## src/rtl/wb_ram_arbiter.sv

```systemverilog
// Two-master Wishbone classic arbiter in front of the on-chip RAM slave.
// Optional macro ARB_ROUND_ROBIN_EN: round-robin IDLE tie-break (default: M0 wins ties).
module wb_ram_arbiter #(
  parameter int AW = 32,
  parameter int DW = 32,
  parameter int SW = 4
) (
  input  logic          clk_i,
  input  logic          rst_i,
  input  logic          m0_cyc_i,
  input  logic          m0_stb_i,
  input  logic          m0_we_i,
  input  logic [SW-1:0] m0_sel_i,
  input  logic [AW-1:0] m0_adr_i,
  input  logic [DW-1:0] m0_dat_i,
  output logic [DW-1:0] m0_dat_o,
  output logic          m0_ack_o,
  input  logic          m1_cyc_i,
  input  logic          m1_stb_i,
  input  logic          m1_we_i,
  input  logic [SW-1:0] m1_sel_i,
  input  logic [AW-1:0] m1_adr_i,
  input  logic [DW-1:0] m1_dat_i,
  output logic [DW-1:0] m1_dat_o,
  output logic          m1_ack_o,
  output logic          s_cyc_o,
  output logic          s_stb_o,
  output logic          s_we_o,
  output logic [SW-1:0] s_sel_o,
  output logic [AW-1:0] s_adr_o,
  output logic [DW-1:0] s_dat_o,
  input  logic [DW-1:0] s_dat_i,
  input  logic          s_ack_i,
  output logic [1:0]    gnt_o
);

  localparam logic [1:0] IDLE = 2'd0;
  localparam logic [1:0] GNT0 = 2'd1;
  localparam logic [1:0] GNT1 = 2'd2;

  logic [1:0] state_q, state_d;
  logic       last_q, last_d;   // last master served: 0 = M0, 1 = M1
  logic       tie_m1;

`ifdef ARB_ROUND_ROBIN_EN
  assign tie_m1 = ~last_q;
`else
  // Fixed priority: last_served is still tracked but never steers a tie.
  assign tie_m1 = last_q & 1'b0;
`endif

  always_comb begin
    state_d = state_q;
    last_d  = last_q;
    case (state_q)
      IDLE: begin
        if (m0_cyc_i && m1_cyc_i) state_d = tie_m1 ? GNT1 : GNT0;
        else if (m0_cyc_i)        state_d = GNT0;
        else if (m1_cyc_i)        state_d = GNT1;
      end
      GNT0: begin
        if (!m0_cyc_i) begin
          last_d  = 1'b0;
          state_d = m1_cyc_i ? GNT1 : IDLE;
        end
      end
      GNT1: begin
        if (!m1_cyc_i) begin
          last_d  = 1'b1;
          state_d = m0_cyc_i ? GNT0 : IDLE;
        end
      end
      default: state_d = IDLE;
    endcase
  end

  always_ff @(posedge clk_i or posedge rst_i) begin
    if (rst_i) begin
      state_q <= IDLE;
      last_q  <= 1'b1;
    end else begin
      state_q <= state_d;
      last_q  <= last_d;
    end
  end

  assign gnt_o = {state_q == GNT1, state_q == GNT0};

  // Slave mux and ack routing depend only on the registered grant, so a late
  // ack after a handoff lands on the new owner's state and is dropped for the old.
  always_comb begin
    s_cyc_o  = 1'b0;
    s_stb_o  = 1'b0;
    s_we_o   = 1'b0;
    s_sel_o  = '0;
    s_adr_o  = '0;
    s_dat_o  = '0;
    m0_ack_o = 1'b0;
    m1_ack_o = 1'b0;
    if (gnt_o[0]) begin
      s_cyc_o  = m0_cyc_i;
      s_stb_o  = m0_stb_i;
      s_we_o   = m0_we_i;
      s_sel_o  = m0_sel_i;
      s_adr_o  = m0_adr_i;
      s_dat_o  = m0_dat_i;
      m0_ack_o = s_ack_i;
    end else if (gnt_o[1]) begin
      s_cyc_o  = m1_cyc_i;
      s_stb_o  = m1_stb_i;
      s_we_o   = m1_we_i;
      s_sel_o  = m1_sel_i;
      s_adr_o  = m1_adr_i;
      s_dat_o  = m1_dat_i;
      m1_ack_o = s_ack_i;
    end
  end

  assign m0_dat_o = s_dat_i;
  assign m1_dat_o = s_dat_i;

endmodule

```

## config.mk

```make
export PLATFORM = sky130hd
export DESIGN_NAME = wb_ram_arbiter
export DESIGN_NICKNAME = d
export VERILOG_FILES = /design/src/rtl/wb_ram_arbiter.sv
export SDC_FILE = /design/constraint.sdc
export NUM_CORES = 1
export LEC_CHECK = 0
export ABC_AREA = 1
export BUFFER_PORTS_ARGS = -buffer_cell sky130_fd_sc_hd__buf_4
export CAP_MARGIN = 20
export CORE_AREA = 2 2 124 126
export DETAILED_ROUTE_END_ITERATION = 6
export DIE_AREA = 0 0 126 128
export PLACE_DENSITY = 0.49
export SLEW_MARGIN = 20
export SYNTH_ARGS = -nofsm -noshare
export SYNTH_HDL_FRONTEND = slang
export SYNTH_SLANG_ARGS = --single-unit
```

## constraint.sdc

```tcl
create_clock -name clk_i -period 2.7 [get_ports clk_i]
set_clock_uncertainty 0.1 [all_clocks]
set_input_delay 0.405 -clock clk_i [delete_from_list [all_inputs] [get_ports clk_i]]
set_output_delay 0.405 -clock clk_i [all_outputs]
set_load 0.03 [all_outputs]
```

# Yosys cells after proc, flatten, opt, wreduce, memory -nomap -nowiden
# Cells that the tools add are included.
# totals
register_bits	2
input_bits	177
out_inout_bits	139
wordCells	32
# classes
n_eq_ne	5
mux	23
reduce_logical	3
# op_table
op	count
$mux W32	4
$mux W2	6
$mux W1	10
$mux W4	2
$pmux W2 S3	1
$ne A2 B2 Y1 const B	2
$ne A4 B4 Y1 const B	1
$reduce_and A3 Y1	1
$eq A2 B1 Y1 const B	1
$eq A2 B2 Y1 const B	1
$logic_not A2 Y1	1
$logic_and A1 B1 Y1	1

# Depth between registers and ports, before layout
# Gate-level depths: netlist (run 1).
# depth
ltp_word	4
depth_mapped	5

# Least setup slack after synthesis (run 1)
# Ideal clock, no wire load.
# synth_path
path_type	register to output
startpoint	reg state_q[1]
endpoint	out s_adr_o[25]
arrival_time_ps	1210
required_ps	2195
path_slack_ps	985
path_stages_with_launch	6
path_buffers	1
path_cell_list	dfrtp_1 -> inv_2 -> nor2_4 -> buf_2 -> nand2_1 -> nand2_1
# synth_between
elab_chain_cells	3
elab_cells_between_ends	4
classes_between	eq/ne: 2; mux: 2
# synth_rtl
element	line	text
start: declaration	41	logic [1:0] state_q, state_d;
start signal: assignment	82	state_q <= state_d;
$eq A2 B2 Y1	-	
via gnt_o[1]	34	output logic [1:0] gnt_o
$mux W32	108	end else if (gnt_o[1]) begin
$mux W32	100	if (gnt_o[0]) begin
end: declaration	30	output logic [AW-1:0] s_adr_o,
# The timed path passes the listed nets, and every way through them passes these cells.

# Worst setup path after layout (run 1)
# layout_path
startpoint	reg state_q[0]
endpoint	out s_dat_o[15]
# layout_between
elab_chain_cells	3
elab_cells_between_ends	4
classes_between	eq/ne: 2; mux: 2
# layout_rtl
element	line	text
$eq A2 B2 Y1	-	
$mux W32	108	
$mux W32 (*)	100	
end: declaration	31	output logic [DW-1:0] s_dat_o,
# Every way passes the cells marked *; elsewhere a longest branch is shown, timed or not.

==> parameters.txt, run 1 <==
Parameter                              Value

Logic synthesis
  Mapped Avg Cell Area    4.79 µm²
  Cell count after synthesis    308
  Number of synthesis warnings    0
  Top area cells in the synthesized netlist    nand2_1 55%, buf_4 33%, buf_2 4.7%, dfrtp_1 3.4%, nor2_4 1.5%
  Netlist Area Pre-Place    0.00148 mm²
  Post-synth top area share    0.550
  Cell type with the largest total area after synthesis    nand2_1
  Distinct cell type count after synthesis    10
  Proportion of synthesized chip area in sequential cells    0.0339
  Flops & latches, synth    2
  Net count after synthesis    485

Setup path
  Largest stage delay on the critical path    0.37 ns
  Worst setup SP type    register
  Series of cell instances along the critical path    inv_1 -> nor2_4 -> buf_4 -> nand2_1 -> nand2_1 -> buf_4
  Slowest CP cell    dfrtp_1
  Worst endpoint data arrival time    1.56 ns
  Highest fanout seen on the critical path    39
  Worst endpoint required time    2.19 ns
  Family with the most delay on the worst path    buffers and inverters
  Type of element capturing the critical path    output port
  Crit Path Class    register to output port
  Buffering stage count on the worst path with inverters included    3

Place
  PortBufs    219
  GP Congestion    0.724
  Post-placement cell area    0.00283 mm²
  Total half-perimeter wirelength after legalization and detailed placement    6.20 mm

Global routing
  Global router's overall resource usage    0.0807
  First-pass GRT wire length    10.5 mm
  Sum of overflow across all layers after global routing    0
  Initial antenna violation count    0
  Pin count of the biggest net entering global routing    40
  Via count of the first global-routing pass    2123

Layout
  Fraction of the core area covered by cells at the end of the flow    0.196
  Register with the most flip-flops    state_q
  Share of post-route cells with drive strength above 1    0.501
  Post-route standard cell area excluding fillers    0.00292 mm²
  Final layout net count    636
  Registers with the highest flip-flop counts    state_q: 2 flops
  Flip-flop count of the largest register after layout    2
  Antenna diodes    0
  Signed area change from the synthesized netlist to the final layout    97.9%

Timing
  Maximum clock frequency    484 MHz
  Final-report setup violation count    0
  Min Tclk post-route    2.07 ns
  Unrepaired setup endpoints after global routing    false
  Worst slew slack as a fraction of its limit    0.718
  Actual transition at the worst max-transition pin    0.423 ns
  Sum of negative setup slack    0 ns
  Period utilisation layout    0.766
  Hold violation count in the final report    0
  Worst hold slack    0.359 ns
  Total count of max-transition violations in the final report    0

Detailed routing
  Count of nets left with antenna violations after detail routing    0
  Vias per Instance    3.43
  Total via count in the routed design    2213
  Post-DR wirelength/cell    11.4 µm
  Number of DRC violations after detailed-routing iteration 0    38
  Initial DRT Pass Iterations    4
  Total Wirelength    7.36 mm
  DRC Markers    0

Power
  PnR Total Power    0.946 mW
  Max IR drop VDD    0.000233 V
  Power density over the cells    324 mW/mm²
  Static leakage    1.81 nW

CTS
  Deepest level of the CTS H-tree    1
  Hold buffers post-CTS    1
  CTS Buf Count    3
  Count of clock tree sinks    2
  Root buffer cell    clkbuf_16
  TritonCTS clock tree    built
  Number of buffers on the longest clock path    2
  Worst-Skew Late Latency    0.22 ns
  Clock-pin slew reported for the worst setup and hold paths after clock tree synthesis    0.03 ns
  Post-CTS setup-driven buffer insertion count    0
  Number of instances resized during post-cts repair    0

Status
  Run status    finished, final reports clean

Hold path
  HP Class    primary input to register

Die
  Core Area    0.0149 mm²
  DIE AREA    0.0161 mm²
  Starting density of the core    0.0992
  Row count    45
  I/O Pins    316
  Die height    128 µm
  Die boundary width    126 µm

Run
  Max-cap violations    0
-- routing by layer --
metal,share of wire,vias up,global-route usage
met3,0.11,37,0.0234
met5,0,-,0
met2,0.48,154,0.148
met4,0.041,0,0.0388
met1,0.37,881,0.0848
li1,-,1141,-
-- through the flow --
stage	setup WS [ns]	instances
detailed placement	0.822	641
CTS	0.590	645
global route	0.489	645
floorplan	0.985	308
finish	0.633	645
global placement	0.849	641
-- cell families after synthesis --
kind of cell,count (synthesis),share of synthesized area
AOI/OAI and AO/OA,2,0.00679
DFF,2,0.0339
buffers and inverters,84,0.388
and+or+nand+nor,220,0.571
-- synth_stat cells --
| master | n |
|---|---|
| buf_4 | 64 |
| inv_2 | 1 |
| nor3_1 | 1 |
| nor2_1 | 1 |
| a21oi_1 | 2 |
| buf_2 | 14 |
| nor2_4 | 2 |
| inv_1 | 5 |
| nand2_1 | 216 |
| dfrtp_1 | 2 |
-- cells in the final DEF, fill, tap and decap left out --
| cell type | count |
|---|---|
| nor2_1 | 1 |
| nand2_1 | 216 |
| nor2_4 | 2 |
| inv_2 | 1 |
| nor3_1 | 1 |
| dfrtp_1 | 2 |
| dlygate4sd3_1 | 1 |
| clkbuf_16 | 3 |
| inv_1 | 5 |
| buf_4 | 223 |
| a21oi_1 | 2 |
-- worst min-delay path: cells and delay by family --
kind / cells / cell delay (ns)
AO/OA/AOI/OAI: 1 / 0.04
buffers and inverters: 2 / 0.18
-- power by group --
group	internal (mW)	total (mW)	switching (mW)
logic	0.301	0.686	0.385
clock network	0.189	0.224	0.0358
registers	0.0325	0.0358	0.00325
-- final timing paths --
check	startpoint	to	slack, ns	cells past startpoint
worst max register to register	state_q[0]$_DFFE_PP0P_	state_q[1]$_DFFE_PP0P_	1.73	3
min in group asynchronous	rst_i	state_q[1]$_DFFE_PP0P_	0.50	3
worst max-delay path	state_q[0]$_DFFE_PP0P_	s_dat_o[15]	0.63	6
max in group asynchronous	rst_i	state_q[0]$_DFFE_PP0P_	1.89	3
worst min register to register	state_q[1]$_DFFE_PP0P_	state_q[0]$_DFFE_PP0P_	0.49	1
worst min-delay path	m1_cyc_i	state_q[1]$_DFFE_PP0P_	0.36	3
-- cell type report --
class / instances / area (µm²)
Clock buffer: 3 / 75.1
Timing Repair Buffer: 224 / 1680
Tap cell: 188 / 235
Fill cell: 1727 / 11900
Multi-Input combinational cell: 222 / 852
Sequential cell: 2 / 50.0
Inverter: 6 / 22.5
Power figures use the tool's default switching activity.
==> inputs of run 2 (changes only) <==
--- a/config.mk
+++ b/config.mk
@@ -5,13 +5,13 @@
 export SDC_FILE = /design/constraint.sdc
 export NUM_CORES = 1
 export LEC_CHECK = 0
-export ABC_AREA = 1
+export ABC_AREA = 0
 export BUFFER_PORTS_ARGS = -buffer_cell sky130_fd_sc_hd__buf_4
 export CAP_MARGIN = 20
-export CORE_AREA = 2 2 124 126
+export CORE_AREA = 2 2 122 124
 export DETAILED_ROUTE_END_ITERATION = 6
-export DIE_AREA = 0 0 126 128
-export PLACE_DENSITY = 0.49
+export DIE_AREA = 0 0 124 126
+export PLACE_DENSITY = 0.48
 export SLEW_MARGIN = 20
 export SYNTH_ARGS = -nofsm -noshare
 export SYNTH_HDL_FRONTEND = slang
==> constraint.sdc (replaced) <==
create_clock -name clk_i -period 2.05 [get_ports clk_i]
set_clock_uncertainty 0.1 [all_clocks]
set_input_delay 0.3075 -clock clk_i [delete_from_list [all_inputs] [get_ports clk_i]]
set_output_delay 0.3075 -clock clk_i [all_outputs]
set_load 0.03 [all_outputs]
==> run 2 against run 1 <==
  * Die area is 3.1% lower
  * Synthesized area shrank 11%
  * Via count decreased by 19%
  * Sequential share of layout area up 0.097 points
  * Clock power rose by 30%
  * Core utilization decreased by 0.34 points
  * Worst hold slack worse by 0.14 ns
  * Wire length decreased by 6.6%
==> parameters.txt, run 2 <==
Parameter                              Value

Status
  Run status    finished, final reports clean

Detailed routing
  Number of DRC violations after detailed-routing iteration 0    48
  DRC Markers    0
  Initial DRT Pass Iterations    4
  Post-DR wirelength/cell    13.9 µm
  Total via count in the routed design    1792
  Vias per Instance    3.62
  Count of nets left with antenna violations after detail routing    0
  Total Wirelength    6.87 mm

Layout
  Top library cells by usage in the layout, fill and taps aside    221 x buf_4, 70 x a22o_1, 3 x and2_1, 3 x clkbuf_16
  Signed area change from the synthesized netlist to the final layout    109%
  Multi-input gate area in the final layout    694 µm²
  Register cell area after layout    50.0 µm²
  Registers with the highest flip-flop counts    state_q: 2 flops
  Filler Cells Inserted    1611
  Register with the most flip-flops    state_q
  Antenna diodes    0
  Share of post-route cells with drive strength above 1    0.733
  Flip-flop count of the largest register after layout    2
  Final layout net count    490
  Leading cell type in the layout, fill and taps excluded    buf_4
  Fraction of the core area covered by cells at the end of the flow    0.193

Timing
  Final-report setup violation count    0
  Unrepaired setup endpoints after global routing    false
  Worst slew slack as a fraction of its limit    0.829
  Min Tclk post-route    1.93 ns
  Total count of max-transition violations in the final report    0
  Hold violation count in the final report    0
  Actual transition at the worst max-transition pin    0.256 ns
  Sum of negative setup slack    0 ns
  Period utilisation layout    0.943
  Maximum clock frequency    517 MHz
  Final setup margin    0.116 ns

Global routing
  Most used routing layer    met2
  Met3 track utilization from global routing    0.0254
  First-pass GRT wire length    9.56 mm
  Via count of the first global-routing pass    1893
  Global router's overall resource usage    0.0774
  Initial antenna violation count    0
  Global-route met1 utilization    0.0784
  Pin count of the biggest net entering global routing    56
  Global routing usage on met2    0.149
  Sum of overflow across all layers after global routing    0

Logic synthesis
  Combinational family with the most area after synthesis    compound AO/OA/AOI/OAI gates
  Mapped Avg Cell Area    8.05 µm²
  Netlist Area Pre-Place    0.00132 mm²
  Compound-cell area share of the yosys netlist    0.468
  Net count after synthesis    341
  Xor/xnor share of the synthesized area    0
  Distinct cell type count after synthesis    13
  Number of synthesized flops with an enable pin    0
  Proportion of synthesized chip area in sequential cells    0.0379
  Leading cell type by number of instances after synthesis    buf_4
  Dominant register cell in the synthesized netlist    dfrtp_1
  Share of cell area taken by muxes after synthesis    0.00758
  Adder-cell area share of the yosys netlist    0
  Cell type with the largest total area after synthesis    a22o_1
  Post-synth top area share    0.464
  Number of synthesis warnings    0
  Share of synthesized cell area in and, or, nand and nor gates    0.0389
  Flops & latches, synth    2
  Top post-synthesis cells by count    72 x buf_4, 70 x a22o_1, 7 x buf_2
  Cell count after synthesis    164
  Share of flip-flops with an asynchronous set or reset    1.00
  Top area cells in the synthesized netlist    a22o_1 46%, buf_4 41%, dfrtp_1 3.8%, buf_2 2.7%, and2_1 1.4%

Setup path
  Series of cell instances along the critical path    nor2b_4 -> buf_12 -> a22o_1 -> buf_4
  Critical R2R Launch    state_q[1]$_DFFE_PP0P_
  Type of element capturing the critical path    output port
  Largest stage delay on the critical path    0.44 ns
  Slowest CP cell    dfrtp_1
  Endpoint of the most critical register-to-register path    state_q[1]$_DFFE_PP0P_
  Reg-to-reg slack, setup    1.04 ns
  Critical path origin    state_q[0]$_DFFE_PP0P_
  Critical path destination    s_sel_o[0]
  Worst endpoint data arrival time    1.53 ns
  Path depth of the worst reg2reg path    2
  Highest fanout seen on the critical path    55
  Crit Path Class    register to output port
  Worst setup SP type    register
  Worst endpoint required time    1.64 ns

Power
  Static leakage    1.47 nW
  Power density over the cells    467 mW/mm²
  Max IR drop VDD    0.000508 V

CTS
  Number of buffers on the longest clock path    2
  Number of instances resized during post-cts repair    0
  Clock-pin slew reported for the worst setup and hold paths after clock tree synthesis    0.03 ns
  CTS Buf Count    3
  Count of clock tree sinks    2
  Post-CTS setup-driven buffer insertion count    0
  Root buffer cell    clkbuf_16
  Worst-Skew Late Latency    0.22 ns
  Deepest level of the CTS H-tree    1
  TritonCTS clock tree    built

Place
  Dpl ws    0.351 ns
  GP Congestion    0.872
  Total half-perimeter wirelength after legalization and detailed placement    5.79 mm
  PortBufs    219

Die
  DIE AREA    0.0156 mm²
  Starting density of the core    0.0922
  Row count    44
  I/O Pins    316
  Core Area    0.0143 mm²
  Die boundary width    124 µm
  Die height    126 µm

Run
  Max-cap violations    0

Hold path
  Hold path cells    2
  HP Class    primary input to register
-- run 2: cell count changes in the layout (fill, tap and decap cells not counted), moves of 2 or more --
cell | before | now
a22o_1 | 0 | 70
buf_4 | 223 | 221
nor2_4 | 2 | 0
and2_1 | 0 | 3
a21oi_1 | 2 | 0
buf_12 | 0 | 2
nor2b_4 | 0 | 2
nand2_1 | 216 | 2
inv_1 | 5 | 1
-- run 2: area by class of cell --
type                            instances  share of cell area
Clock buffer                            3              0.0272
Inverter                                1             0.00136
Tap cell                              184              0.0833
Timing Repair Buffer                  224               0.619
Multi-Input combinational cell         81               0.251
Sequential cell                         2              0.0181
-- run 2: worst max-delay path: cells and delay by family (launching register included) --
kind                   cells  cell delay [ns]
AOI/OAI and AO/OA          1             0.20
buffers and inverters      2             0.40
DFF                        1             0.44
and+or+nand+nor            1             0.22
-- run 2: worst min-delay path by stage --
| stage | start | endpoint | slack (ns) |
|---|---|---|---|
| 2_1_floorplan | rst_i | state_q[0]$_DFFE_PP0P_ | -0.05 |
| 3_3_place_gp | rst_i | state_q[0]$_DFFE_PP0P_ | 0.07 |
| 3_5_place_dp | rst_i | state_q[0]$_DFFE_PP0P_ | 0.08 |
| 4_1_cts | m0_cyc_i | state_q[0]$_DFFE_PP0P_ | 0.22 |
| 5_1_grt | m0_cyc_i | state_q[0]$_DFFE_PP0P_ | 0.22 |
| 6_report | m0_cyc_i | state_q[0]$_DFFE_PP0P_ | 0.21 |
-- run 2: kinds of logic (layout without fill, tap and decap cells) --
| family | Yosys count | after routing |
|---|---|---|
| buffers and inverters | 81 | 228 |
| AOI/OAI and AO/OA | 71 | 71 |
| and+or+nand+nor | 9 | 9 |
| DFF | 2 | 2 |
| muxes | 1 | 1 |
-- run 2: stage by stage --
stage	power [mW]	hold slack [ns]	area (µm²)	std cells
2_1_floorplan	0.777	-0.0513	1320	164
3_3_place_gp	0.997	0.0723	2680	491
3_5_place_dp	1.00	0.0774	2680	491
4_1_cts	1.31	0.216	2760	495
5_1_grt	1.36	0.223	2760	495
6_report	1.29	0.215	2760	495
-- run 2: what timing repair did --
item / CTS / global route
hold buffers: 1 / 0
endpoints found under the setup margin: 0 / 0
hold endpoints to repair: 2 / 0
-- run 2: layer usage --
metal  vias up  part of all wire
met5         -                 0
met4         0             0.012
met3        16              0.12
met2       126              0.53
met1       802              0.34
li1        848                 -
-- run 2: power breakdown --
part / switching (mW) / internal [mW] / leakage, nW
clock: 0.0442 / 0.248 / 0.0370
combinational: 0.492 / 0.458 / 1.41
sequential: 0.00585 / 0.0429 / 0.0249
total: 0.542 / 0.749 / 1.47
==> inputs of run 3 (changes only) <==
--- a/config.mk
+++ b/config.mk
@@ -11,7 +11,8 @@
 export CORE_AREA = 2 2 122 124
 export DETAILED_ROUTE_END_ITERATION = 6
 export DIE_AREA = 0 0 124 126
-export PLACE_DENSITY = 0.48
+export PLACE_DENSITY = 0.41
+export SETUP_SLACK_MARGIN = 0.4
 export SLEW_MARGIN = 20
 export SYNTH_ARGS = -nofsm -noshare
 export SYNTH_HDL_FRONTEND = slang
==> run 3 against run 2 <==
  * Largest cell class unchanged
  * Global-route usage rose by 0.27 points
  * Power grew 20%
  * Maximum frequency up 2.8%
  * Non-clock buffer count is 18 higher
  * Worst setup slack gained 0.053 ns
  * Register-to-register slack worse by 0.17 ns
  * Die area unchanged
  * Wire length is 19% higher
==> parameters.txt, run 3 (same netlist as run 2, synthesis figures left out) <==
Parameter                              Value

Timing
  Hold violation count in the final report    0
  Actual transition at the worst max-transition pin    0.118 ns
  Unrepaired setup endpoints after global routing    true
  Worst slew slack as a fraction of its limit    0.919
  Period utilisation layout    0.918
  Final-report setup violation count    0
  Min Tclk post-route    1.88 ns
  Total count of max-transition violations in the final report    0
  Maximum clock frequency    532 MHz
  Sum of negative setup slack    0 ns

CTS
  Count of clock tree sinks    2
  TritonCTS clock tree    built
  Root buffer cell    clkbuf_16
  CTS Buf Count    3
  Deepest level of the CTS H-tree    1
  Number of buffers on the longest clock path    2
  Worst-Skew Late Latency    0.22 ns
  Clock-pin slew reported for the worst setup and hold paths after clock tree synthesis    0.03 ns

Global routing
  Via count of the first global-routing pass    1816
  Initial antenna violation count    1
  Global router's overall resource usage    0.0801
  First-pass GRT wire length    9.72 mm
  Sum of overflow across all layers after global routing    0
  Pin count of the biggest net entering global routing    31

Setup path
  Crit Path Class    register to output port
  Endpoint of the most critical register-to-register path    state_q[1]$_DFFE_PP0P_
  Type of element capturing the critical path    output port
  Critical R2R Launch    state_q[1]$_DFFE_PP0P_
  Path depth of the worst reg2reg path    4
  Worst endpoint data arrival time    1.47 ns
  Highest fanout seen on the critical path    21
  Reg-to-reg slack, setup    0.87 ns
  Worst setup SP type    register
  Worst endpoint required time    1.64 ns

Place
  PortBufs    219
  Total half-perimeter wirelength after legalization and detailed placement    5.20 mm
  Post-placement cell area    0.00270 mm²
  GP Congestion    0.740

Die
  Starting density of the core    0.0922
  Core Area    0.0143 mm²
  DIE AREA    0.0156 mm²
  Die boundary width    124 µm
  Row count    44
  Die height    126 µm
  I/O Pins    316

Layout
  Filler Cells Inserted    1549
  Register with the most flip-flops    state_q
  Post-route standard cell area excluding fillers    0.00342 mm²
  Flip-flop count of the largest register after layout    2
  Registers with the highest flip-flop counts    state_q: 2 flops
  Final layout net count    508
  Leading cell type in the layout, fill and taps excluded    buf_4
  Signed area change from the synthesized netlist to the final layout    159%
  Top library cells by usage in the layout, fill and taps aside    148 x buf_4, 78 x buf_6, 70 x a22o_1, 6 x clkbuf_16, 6 x buf_16
  Share of post-route cells with drive strength above 1    0.757

Detailed routing
  Post-DR wirelength/cell    15.9 µm
  Initial DRT Pass Iterations    4
  Total via count in the routed design    1878
  Count of nets left with antenna violations after detail routing    0
  Total Wirelength    8.18 mm
  Number of DRC violations after detailed-routing iteration 0    57
  Vias per Instance    3.65
  DRC Markers    0

Hold path
  Hold Startpoint    m0_cyc_i
  HP Class    primary input to register
  Destination of the worst hold path    state_q[0]$_DFFE_PP0P_
  Hold path cells    2

Power
  Power density over the cells    453 mW/mm²
  Max IR drop VDD    0.000367 V
  PnR Total Power    1.55 mW
  Static leakage    1.70 nW

Status
  Run status    finished, final reports clean

Run
  Max-cap violations    0
[run 3: cell types whose count changed in the layout (fill, tap and decap cells not counted), sizes merged]
cell | before | now
buf | 223 | 238
clkbuf | 3 | 6
diode | 0 | 1
[run 3: layout make-up]
class | instances | area [µm²] | share of cell area
Tap cell | 184 | 230 | 0.0674
Antenna cell | 1 | 2.50 | 0.000733
Inverter | 1 | 3.75 | 0.00110
Clock buffer | 3 | 75.1 | 0.0220
Timing Repair Buffer | 242 | 2350 | 0.688
Multi-Input combinational cell | 81 | 702 | 0.205
Sequential cell | 2 | 52.6 | 0.0154
[run 3: routing by layer]
| layer | GRT usage | share of wire | vias to the layer above |
|---|---|---|---|
| li1 | - | - | 893 |
| met4 | 0.0152 | 0.0062 | 0 |
| met5 | 0 | 0 | - |
| met2 | 0.149 | 0.53 | 129 |
| met1 | 0.0910 | 0.37 | 843 |
| met3 | 0.0208 | 0.091 | 13 |
[run 3: worst max path at each step]
stage	depth (start not counted)	endpoint	slack, ns	startpoint
2_1_floorplan	4	s_adr_o[26]	0.47	state_q[0]$_DFFE_PP0P_
3_3_place_gp	4	s_dat_o[4]	0.36	state_q[0]$_DFFE_PP0P_
3_5_place_dp	4	s_dat_o[4]	0.36	state_q[0]$_DFFE_PP0P_
4_1_cts	5	s_dat_o[17]	0.16	state_q[0]$_DFFE_PP0P_
5_1_grt	5	s_adr_o[3]	0.13	state_q[0]$_DFFE_PP0P_
6_report	5	s_dat_o[4]	0.17	state_q[0]$_DFFE_PP0P_
[run 3: what timing repair did]
action / CTS / global route
gates resized for setup: 46 / 42
hold buffers: 1 / 0
setup buffers: 6 / 2
pin swaps: 16 / 49
gates cloned: 4 / 6
endpoints found under the hold margin: 2 / 0
setup endpoints to repair: 74 / 75
[run 3: per-stage QoR]
| stage | instances | worst slack [ns] | hold WS [ns] | util |
|---|---|---|---|---|
| detailed placement | 491 | 0.357 | 0.0728 | 0.189 |
| global placement | 491 | 0.360 | 0.0755 | 0.189 |
| CTS | 505 | 0.165 | 0.211 | 0.218 |
| finish | 514 | 0.169 | 0.232 | 0.239 |
| floorplan | 164 | 0.466 | -0.0513 | - |
| global route | 514 | 0.133 | 0.247 | 0.239 |
[run 3: report_power, final]
part	switching [mW]	internal (mW)	total [mW]
clock	0.0456	0.248	0.294
combinational	0.562	0.643	1.21
sequential	0.00416	0.0435	0.0477
total	0.612	0.935	1.55
[run 3: critical path, cell delays in order, from the launching register on]
cell     delay, ns
dfrtp_2       0.42
nor2b_4       0.15
buf_12        0.13
buf_12        0.15
a22o_1        0.24
buf_6         0.14
